--- config.mk ---
export PLATFORM = sky130hd
export DESIGN_NAME = deb_mod_counter
export DESIGN_NICKNAME = d
export VERILOG_FILES = /design/src/rtl/deb_mod_counter.sv
export SDC_FILE = /design/constraint.sdc
export NUM_CORES = 1
export LEC_CHECK = 0
export CORE_AREA = 2 2 39 41
export DETAILED_ROUTE_END_ITERATION = 16
export DIE_AREA = 0 0 41 43
export PLACE_DENSITY = 0.66
export SLEW_MARGIN = 20
export SYNTH_ARGS = -nofsm -noshare
export SYNTH_HDL_FRONTEND = slang
export SYNTH_SLANG_ARGS = --single-unit
--- constraint.sdc ---
create_clock -name PIN_Y2 -period 1.5 [get_ports PIN_Y2]
set_input_delay 0.45 -clock PIN_Y2 [delete_from_list [all_inputs] [get_ports PIN_Y2]]
set_output_delay 0.45 -clock PIN_Y2 [all_outputs]
set_load 0.01 [all_outputs]
--- src/rtl/deb_mod_counter.sv ---
// deb_mod_counter: push-button modulo up/down counter.
// KEY_3 (active-low, asynchronous) is synchronised, debounced on a divided
// sample tick and edge-detected; each accepted press steps a modulo-MODULUS
// counter. CARRY pulses for one cycle on wrap so digits can be cascaded.
// Optional feature: define AUTO_REPEAT_EN to enable hold-to-repeat stepping
// (first repeat after REPEAT_DELAY ticks, then every REPEAT_RATE ticks).
module deb_mod_counter #(
  parameter int WIDTH        = 4,
  parameter int MODULUS      = 10,
  parameter int DEB_STAGES   = 3,
  parameter int SAMPLE_DIV   = 1,
  parameter int REPEAT_DELAY = 50,
  parameter int REPEAT_RATE  = 10
) (
  input  logic             PIN_Y2,
  input  logic             SW17,
  input  logic             KEY_3,
  input  logic             UP_DN,
  input  logic             EN,
  output logic [WIDTH-1:0] COUNT,
  output logic             CARRY,
  output logic             PRESSED
);

  localparam int               DIV_W    = (SAMPLE_DIV > 1) ? $clog2(SAMPLE_DIV) : 1;
  localparam logic [DIV_W-1:0] DIV_LAST = DIV_W'(SAMPLE_DIV - 1);
  localparam logic [WIDTH-1:0] CNT_LAST = WIDTH'(MODULUS - 1);

  logic                  sync1_q, sync1_d;
  logic                  sync2_q, sync2_d;
  logic [DEB_STAGES-1:0] deb_q, deb_d;
  logic [DIV_W-1:0]      div_q, div_d;
  logic                  pressed_q, pressed_d;
  logic                  pressed_dly_q, pressed_dly_d;
  logic [WIDTH-1:0]      count_q, count_d;
  logic                  carry_q, carry_d;
  logic                  tick;
  logic                  step;

  // Synchroniser, sample divider, debounce shift register and press edge detect.
  always_comb begin
    sync1_d       = KEY_3;
    sync2_d       = sync1_q;
    tick          = (div_q == DIV_LAST);
    div_d         = tick ? '0 : div_q + DIV_W'(1);
    deb_d         = tick ? {deb_q[DEB_STAGES-2:0], sync2_q} : deb_q;
    pressed_d     = pressed_q;
    if (deb_q == '0) begin
      pressed_d = 1'b1;
    end else if (&deb_q) begin
      pressed_d = 1'b0;
    end
    pressed_dly_d = pressed_q;
  end

`ifdef AUTO_REPEAT_EN
  localparam int               RPT_MAX    = (REPEAT_DELAY > REPEAT_RATE) ? REPEAT_DELAY : REPEAT_RATE;
  localparam int               RPT_W      = $clog2(RPT_MAX + 1);
  localparam logic [RPT_W-1:0] DELAY_LAST = RPT_W'(REPEAT_DELAY - 1);
  localparam logic [RPT_W-1:0] RATE_LAST  = RPT_W'(REPEAT_RATE - 1);

  logic [RPT_W-1:0] rpt_q, rpt_d;
  logic             rpt_first_q, rpt_first_d;
  logic             rpt_fire;

  // Hold timer: counts ticks while pressed, fires after the delay, then at the rate.
  always_comb begin
    rpt_d       = rpt_q;
    rpt_first_d = rpt_first_q;
    rpt_fire    = 1'b0;
    if (!pressed_q) begin
      rpt_d       = '0;
      rpt_first_d = 1'b1;
    end else if (tick) begin
      if (rpt_q == (rpt_first_q ? DELAY_LAST : RATE_LAST)) begin
        rpt_fire    = 1'b1;
        rpt_d       = '0;
        rpt_first_d = 1'b0;
      end else begin
        rpt_d = rpt_q + RPT_W'(1);
      end
    end
  end

  // Hold timer state; cleared by reset and whenever the key is released.
  always_ff @(posedge PIN_Y2 or posedge SW17) begin
    if (SW17) begin
      rpt_q       <= '0;
      rpt_first_q <= 1'b1;
    end else begin
      rpt_q       <= rpt_d;
      rpt_first_q <= rpt_first_d;
    end
  end

  assign step = (pressed_q & ~pressed_dly_q) | rpt_fire;
`else
  logic unused_repeat_params;
  assign unused_repeat_params = ^{REPEAT_DELAY, REPEAT_RATE};

  assign step = pressed_q & ~pressed_dly_q;
`endif

  // Modulo up/down step with one-cycle carry on wrap; disabled steps are dropped.
  always_comb begin
    count_d = count_q;
    carry_d = 1'b0;
    if (step && EN) begin
      if (UP_DN) begin
        if (count_q == CNT_LAST) begin
          count_d = '0;
          carry_d = 1'b1;
        end else begin
          count_d = count_q + WIDTH'(1);
        end
      end else begin
        if (count_q == '0) begin
          count_d = CNT_LAST;
          carry_d = 1'b1;
        end else begin
          count_d = count_q - WIDTH'(1);
        end
      end
    end
  end

  // State registers; reset returns the key path to "released".
  always_ff @(posedge PIN_Y2 or posedge SW17) begin
    if (SW17) begin
      sync1_q       <= 1'b1;
      sync2_q       <= 1'b1;
      deb_q         <= '1;
      div_q         <= '0;
      pressed_q     <= 1'b0;
      pressed_dly_q <= 1'b0;
      count_q       <= '0;
      carry_q       <= 1'b0;
    end else begin
      sync1_q       <= sync1_d;
      sync2_q       <= sync2_d;
      deb_q         <= deb_d;
      div_q         <= div_d;
      pressed_q     <= pressed_d;
      pressed_dly_q <= pressed_dly_d;
      count_q       <= count_d;
      carry_q       <= carry_d;
    end
  end

  assign COUNT   = count_q;
  assign CARRY   = carry_q;
  assign PRESSED = pressed_q;

endmodule

==> flow_summary.yaml <==
detailed_routing:
  num_vias: 478
  viasPerCell: 5.31
  drc: 0
  drtIter0Drc: 13
  dr.pass1.iters: 4
  drt-total-wl_um: 1110
  ant_nets: 0
  routedWlPerCell_um: 12.4
synth:
  syn_area_sq_um: 548
  synthCells: 54
  yosysTopAreaCell: "dfrtp_1"
  yosys_most_used_dff: "dfrtp_1"
  synthTopCellsByArea: "dfrtp_1 32%, dfstp_2 24%, o21ai_0 4.6%"
  yosys.area.top_type_share_pct: 32.0
  synth_edf_count: 0
  synth_area_per_cell_sq_um: 10.1
  yosysMostFrequentCell: "dfrtp_1"
  ys_warn_count: 0
  synth.distinct_cells: 22
  yosysSeqAreaShare_pct: 55.9
  ys_seq_elements: 12
  synth_common_cells: "7 x dfrtp_1, 6 x nor2_1, 5 x dfstp_2, 5 x o21ai_0"
  async_reset_ff_share_pct: 100
  synth_fp_nets: 59
die:
  core_sq_um: 1380
  start_util_pct: 39.6
  die_h_um: 43
  ioPinCount: 11
  die_w_um: 41
  die_area_sq_um: 1760
  rows: 14
global_route:
  overflow: 0
  track_usage_pct: 17.4
  grt_max_degree: 13
  grt_pass1_wl_um: 2000
  antenna_found_initial: 0
  grt_pass1_vias: 468
pwr:
  vdd_drop_max_v: 0.000643
  p_per_area_nw_per_um2: 1580
  power.leakage_nw: 0.331
  power_w: 0.00118
timing:
  worst-slew-pin-transition_ps: 455
  drv_slew: 0
  rsz0062_at_grt: "false"
  hold_viol_final: 0
  relSlewSlack_pct: 69.6
  skew_ps: 19.3
  setup_violations: 0
  post-route-period-util_pct: 93.4
  timing.fmax_mhz: 714
  whs_ps: 357
  finalCriticalPeriod_ps: 1400
clock_tree:
  clock_sinks: 12
  cts_tree: "done"
  clock-root-buffer: "clkbuf_4"
  clockBufferDepth: 2
  clkLatencyLatePin_ps: 280
  clk_pin_slew_ps: 80
  cts_inserted_buffers: 3
  cts_hold_buf: 0
  cts_max_level: 1
worst_setup_path:
  crit_slowest_cell: "dfrtp_1"
  reg2reg_slack_ps: 140
  end_kind: "output pin"
  required_ps: 1050
  slowest_delay_ps: 390
  cp_num_buf_inv: 1
  startpoint_type: "flop"
  path_cells: "dlygate4sd2_1"
  cp_top_family: "flip-flops"
  arrival_ps: 950
  crit_type: "reg2out"
  crit_fanout: 2
hold_path:
  hold_path.class: "reg2reg"
final_layout:
  area_growth_pct: 35.8
  nets: 80
  antenna_cells: 0
  final_cells: 90
  drive_gt1_share_pct: 27.0
placed_design:
  port_buffers: 10
  place_inst: 84
  place.gp.congestion: 0.751
  post-dp-hpwl_um: 794
status:
  status: "completed"
flow_run:
  maxCapViolCount: 0
==> metal layers <==
| metal | GRT usage [%] | part of all wire [%] |
|---|---|---|
| met1 | 21.0 | 41 |
| met2 | 25.3 | 50 |
| met3 | 6.28 | 6.3 |
| met4 | 10.7 | 2.7 |
| met5 | 0 | 0 |
==> sequential cells by signal, summed over array words and instances (netlist names) <==
register       flops
COUNT              4
deb_q              3
CARRY              1
PRESSED            1
pressed_dly_q      1
sync1_q            1
sync2_q            1
==> path summary, 6_finish.rpt <==
kind,depth (start not counted),end,start
max,1,COUNT[3],COUNT[3]
min,0,sync2_q,sync1_q
max reg2reg,3,CARRY,COUNT[0]
min reg2reg,0,sync2_q,sync1_q
max in group asynchronous,2,deb_q[2],SW17
min in group asynchronous,2,COUNT[3],SW17
==> cells by family after synthesis <==
| group | share of synthesized area [%] |
|---|---|
| flip-flops | 55.9 |
| multiplexers | 2.05 |
| XOR/XNOR | 4.80 |
| AO/OA/AOI/OAI | 13.2 |
| buffers and inverters | 5.02 |
| AND/OR/NAND/NOR | 19.0 |
==> metrics by stage <==
step | setup TNS, ps | setup WS, ps | instance area (sq um) | utilization, %
2_1_floorplan | 0 | 226 | 548 | -
3_3_place_gp | -711 | -232 | 708 | 51.2
3_5_place_dp | -860 | -271 | 708 | 51.2
4_1_cts | 0 | 10.6 | 742 | 53.6
5_1_grt | 0 | 27.6 | 744 | 53.8
6_report | 0 | 98.6 | 744 | 53.8
==> placed cells by master, fill, tap and decap left out <==
master	count
nand3_1	4
dfrtp_1	7
dfstp_2	5
nand3b_1	1
a21oi_1	2
a31oi_1	1
clkdlybuf4s50_1	3
clkbuf_4	3
o21ai_0	5
nor3_1	4
xnor2_1	2
dlygate4sd2_1	6
nand2_1	3
or3_1	1
o31ai_1	1
nor2_1	6
dlymetal6s2s_1	1
clkbuf_1	1
xor2_1	1
and3b_1	1
a2111oi_2	1
or2b_1	1
buf_4	10
mux2_2	1
a41oi_1	1
inv_1	2
==> timing repair <==
item	CTS	global route
cloned	0	0
endpoints found under the setup margin	6	3
setup buffers	2	0
resized for setup	6	1
==> area by class of cell <==
| type | instances | area [sq um] |
|---|---|---|
| Clock buffer | 4 | 26.3 |
| Fill cell | 135 | 639 |
| Inverter | 2 | 7.51 |
| Multi-Input combinational cell | 36 | 214 |
| Sequential cell | 12 | 307 |
| Tap cell | 16 | 20.0 |
| Timing Repair Buffer | 20 | 170 |
==> power breakdown <==
part,internal [W],switching [W]
Combinational,0.000275,0.000278
Sequential,0.000391,0.0000284
Clock,0.000103,0.000105
Total,0.000768,0.000412
Power figures use the tool's default switching activity.
